$ cat src/rtl/psum_ofifo.sv
// Per-lane psum FIFO that releases one aligned col-wide vector once every
// lane holds data; the output bus matches the SFP input slicing.
module psum_ofifo #(
  parameter int col     = 8,
  parameter int bw      = 8,
  parameter int bw_psum = 2*bw+4,
  parameter int depth   = 16
) (
  input  logic                     clk,
  input  logic                     reset,
  input  logic [col-1:0]           wr,
  input  logic [col*bw_psum-1:0]   in,
  input  logic                     rd,
  output logic [col*bw_psum-1:0]   out,
  output logic                     o_valid,
  output logic                     o_full,
  output logic                     o_ready,
  output logic                     err_ovf,
  output logic                     err_udf
);

  localparam int aw = $clog2(depth);
  localparam logic [aw:0] full_lvl = (aw+1)'(depth);
  localparam logic [aw:0] one = (aw+1)'(1);

  logic [aw:0]        wp [col];
  logic [aw:0]        rp;
  logic [bw_psum-1:0] mem [col][depth];
  logic [col-1:0]     empty;
  logic [col-1:0]     full;
  logic [col-1:0]     wr_ok;
  logic               rd_ok;

  // occupancy is the modular pointer distance, so wrap needs no special case
  always_comb begin
    empty = '0;
    full  = '0;
    for (int i = 0; i < col; i++) begin
      empty[i] = (wp[i] - rp) == '0;
      full[i]  = (wp[i] - rp) == full_lvl;
    end
  end

  assign o_valid = ~|empty;
  assign o_full  = |full;
  assign o_ready = ~o_full;
  assign rd_ok   = rd & o_valid;
  assign wr_ok   = wr & (~full | {col{rd_ok}});

  // a full lane written while popping lands in the slot being read;
  // the pop still sees the old entry
  always_ff @(posedge clk) begin
    for (int i = 0; i < col; i++) begin
      if (wr_ok[i])
        mem[i][wp[i][aw-1:0]] <= in[i*bw_psum +: bw_psum];
    end
  end

  always_ff @(posedge clk or posedge reset) begin
    if (reset) begin
      for (int i = 0; i < col; i++)
        wp[i] <= '0;
      rp      <= '0;
      out     <= '0;
      err_ovf <= 1'b0;
      err_udf <= 1'b0;
    end else begin
      for (int i = 0; i < col; i++) begin
        if (wr_ok[i])
          wp[i] <= wp[i] + one;
      end
      if (rd_ok) begin
        rp <= rp + one;
        for (int i = 0; i < col; i++)
          out[i*bw_psum +: bw_psum] <= mem[i][rp[aw-1:0]];
      end
      if (|(wr & ~wr_ok))
        err_ovf <= 1'b1;
      if (rd & ~o_valid)
        err_udf <= 1'b1;
    end
  end

endmodule

$ cat config.mk
export PLATFORM = sky130hd
export DESIGN_NAME = psum_ofifo
export DESIGN_NICKNAME = d
export VERILOG_FILES = /design/src/rtl/psum_ofifo.sv
export SDC_FILE = /design/constraint.sdc
export NUM_CORES = 2
export LEC_CHECK = 0
export CAP_MARGIN = 10
export CORE_MARGIN = 10
export CORE_UTILIZATION = 43
export CTS_CLUSTER_SIZE = 20
export DETAILED_ROUTE_END_ITERATION = 8
export SETUP_SLACK_MARGIN = 0.15
export SLEW_MARGIN = 20
export SYNTH_ARGS = -nofsm -noshare
export SYNTH_HDL_FRONTEND = slang
export SYNTH_SLANG_ARGS = --single-unit
export TNS_END_PERCENT = 10
$ cat constraint.sdc
create_clock -name clk -period 6.34 [get_ports clk]
set_input_delay 0.951 -clock clk [delete_from_list [all_inputs] [get_ports clk]]
set_output_delay 0.951 -clock clk [all_outputs]
set_load 0.05 [all_outputs]
==> run_results.csv <==
group,metric,value,unit
outcome,status,"completed",
clock_tree,clk_pin_slew_worst_paths,0.06,ns
global_route,grt_pass1_vias,51862,
detailed_routing,routed_wl,246,mm
floorplanning,rows,183,
power_and_ir_drop,p_sw,0.0197,W
detailed_routing,route.detailed.drc,0,
timing,tightest_slew,1.07,ns
power_and_ir_drop,seqPwrFrac,38.2,%
flow_run,drv_cap,0,
clock_tree,clk_latency,0.94,ns
synthesis,yosysUniqueCellTypes,74,
critical_path,worstPathArrival,5.00,ns
critical_path,crit_path_end_kind,"output port",
critical_path,r2r_start,"rp[1]",
synthesis,synth_flop_cell,"edfxtp_1",
floorplanning,pin_count,336,
clock_tree,clockBufferDepth,4,
synthesis,synthTopCellsByArea,"edfxtp_1 71%, mux4_2 17%, dfrtp_1 4.8%",
floorplanning,core,0.249,mm^2
critical_path,slowest_stage,"clkdlybuf4s50_1",
timing,hold_viol,0,
global_route,antenna_found_initial,43,
place,numPortBuffers,335,
synthesis,syn_area_per_cell,23.4,um^2
detailed_routing,wl_per_cell,28.1,um
layout,nNetsFinal,5414,
place,dp.cells,8194,
timing,period_share,93.9,%
layout,final_cell_mix,"2560 x edfxtp_1, 800 x mux4_2, 333 x clkdlybuf4s50_1",
critical_path,cp.buffers_inverters,3,
detailed_routing,ant_nets,0,
power_and_ir_drop,vdd_drop_max,689,uV
place,place.gp.congestion,0.731,
clock_tree,cts_sinks,2767,
floorplanning,die_height,521,um
global_route,grt_usage,17.9,%
clock_tree,post_cts_resized,0,
clock_tree,cts_buffers,312,
critical_path,crit_path_start_kind,"flop",
synthesis,mappedNetlistArea,0.108,mm^2
power_and_ir_drop,power_frac_clock,27.0,%
synthesis,synth_fp_nets,4833,
timing,rsz0062_at_grt,"true",
power_and_ir_drop,power_density,492,mW/mm^2
power_and_ir_drop,power.total,0.0619,W
critical_path,crit_type,"flop to output port",
synthesis,synth_edf_count,2560,
layout,fillers,19657,
timing,max_slew_margin,28.4,%
layout,utilization,50.5,%
synthesis,synthCells,4597,
power_and_ir_drop,pwr-share-comb,34.7,%
clock_tree,h-tree-depth,5,
global_route,grt_pass1_wl,361,mm
timing,fmax,168,MHz
floorplanning,dieArea,0.271,mm^2
detailed_routing,viasPerCell,5.66,
clock_tree,hold_buffers,0,
synthesis,yosys_register_bits,2767,
detailed_routing,drt-pass1-iter-count,5,
critical_path,max_stage_delay,0.81,ns
synthesis,synth_top_area_cell,"edfxtp_1",
place,preCtsSetupSlack,1.11,ns
power_and_ir_drop,switching_share,31.9,%
min_path,hold_class,"input pin to asynchronous set/reset pin",
power_and_ir_drop,p_int,0.0422,W
critical_path,critical_path.max_fanout,32,
critical_path,critical-path-top-delay-family,"buffers and inverters",
timing,finalClockSkew,0.0729,ns
synthesis,async_flop_share,7.48,%
synthesis,yosys.area.top_type_share,71.3,%
detailed_routing,drtIter0Drc,4354,
timing,maxSlewViolCount,0,
layout,area_growth,16.7,%
synthesis,yosysSeqAreaShare,76.1,%
critical_path,cp-startpoint,"rp[1]",
clock_tree,clockRootBuffer,"clkbuf_16",
floorplanning,start_util,43.3,%
critical_path,cp.required,5.39,ns
clock_tree,postCtsSetupBuffers,0,
layout,mostFrequentLayoutCell,"edfxtp_1",
timing,setup_violations,0,
global_route,grt_max_degree,105,
layout,final_cells,8745,
timing,fin_tns_setup,0,ns
timing,finalCriticalPeriod,5.95,ns
detailed_routing,vias,49519,
floorplanning,die_x,521,um
clock_tree,cts_tree,"yes",
synthesis,yosysWarnings,0,
power_and_ir_drop,p_leak,40.3,nW
global_route,grt.overflow.total,0,
critical_path,crit_top_cell,"inv_1",
timing,worst_slack,0.388,ns
place,dp_hpwl,134,mm
layout,drive_gt1_share,31.7,%
critical_path,path_cells,"inv_1 -> ha_1 -> nor2b_1 -> o211a_1 -> o211ai_1 -> a21oi_1 -> nor4_1 -> nand2_1 -> inv_1 -> clkdlybuf4s50_1",
## area by class of cell
class                   instances  area [um^2]  area share, %
multi-input cells            1552        25100           20.0
inverters                      34          139          0.110
diodes                          9         22.5         0.0179
well taps                    3330         4170           3.31
clock inverters               134         1050          0.833
flip-flops and latches       2767        82100           65.3
repair buffers                511         4850           3.86
clock buffers                 408         8370           6.66
## through the flow
step | area [um^2] | hold slack [ns]
2_1_floorplan | 108000 | 0.541
3_3_place_gp | 116000 | 0.464
3_5_place_dp | 116000 | 0.484
4_1_cts | 126000 | 0.289
5_1_grt | 126000 | 0.326
6_report | 126000 | 0.353
## worst register-to-register path, cell delays in order, from the launching register on
cell and delay (ns):
dfrtp_4 0.75, inv_1 0.40, ha_1 0.40, nor2b_1 0.15, o211a_1 0.22, or3_1 0.39
a32oi_1 0.42, o2111a_2 0.66, a21boi_2 0.37, nor3_2 0.74, buf_4 0.38
## logic make-up (layout without fill, tap and decap cells)
family                     Yosys count  count (layout)  share of synthesized area (%)
buffers and inverters              278            1087                           1.25
AOI/OAI and AO/OA                  138             138                          0.997
adders and majority gates           65              65                          0.755
other                                0               9                              0
and+or+nand+nor                    368             368                           1.80
DFF                               2767            2767                           76.1
muxes                              961             961                           18.9
xor gates and xnor gates            20              20                          0.197
## cell usage after synthesis, types with 24 or more instances
cell type	number
edfxtp_1	2560
o211ai_1	31
nand2_1	105
nor3_1	105
inv_1	33
clkbuf_1	167
mux2_4	136
nand3_1	30
ha_1	65
mux4_2	800
buf_2	41
nor4_1	28
mux2_2	24
dfrtp_1	207
## registers in the layout (all words and copies together) (netlist names)
name     flops
out        160
err_ovf      1
rp           5
err_udf      1
wp          40
mem       2560
## worst paths after layout
kind                           endpoint  slack [ns]  cells after the start
min in group clk               out[113]        0.51                      1
max in group asynchronous         rp[2]        4.93                      3
setup / recovery                o_ready        0.39                     10
setup reg to reg           mem[0][1049]        1.14                     10
hold reg to reg                out[113]        0.51                      1
hold / removal                   out[0]        0.35                      2
## power groups by stage
| stage | sequential [W] | combinational [W] | clock (W) |
|---|---|---|---|
| 6_report | 0.0237 | 0.0215 | 0.0167 |
| 5_1_grt | 0.0239 | 0.0229 | 0.0179 |
| 4_1_cts | 0.0237 | 0.0220 | 0.0172 |
| 3_5_place_dp | 0.0241 | 0.0219 | 0 |
| 3_3_place_gp | 0.0240 | 0.0218 | 0 |
| 2_1_floorplan | 0.0253 | 0.0142 | 0 |
## per-layer routing
metal	share of wire [%]	global-route usage (%)	vias up
li1	-	-	20786
met1	43	24.9	26904
met2	49	29.1	1365
met3	5.8	3.72	422
met4	2.2	4.12	42
met5	0.11	0	-
(Power assumes the default switching activity.)
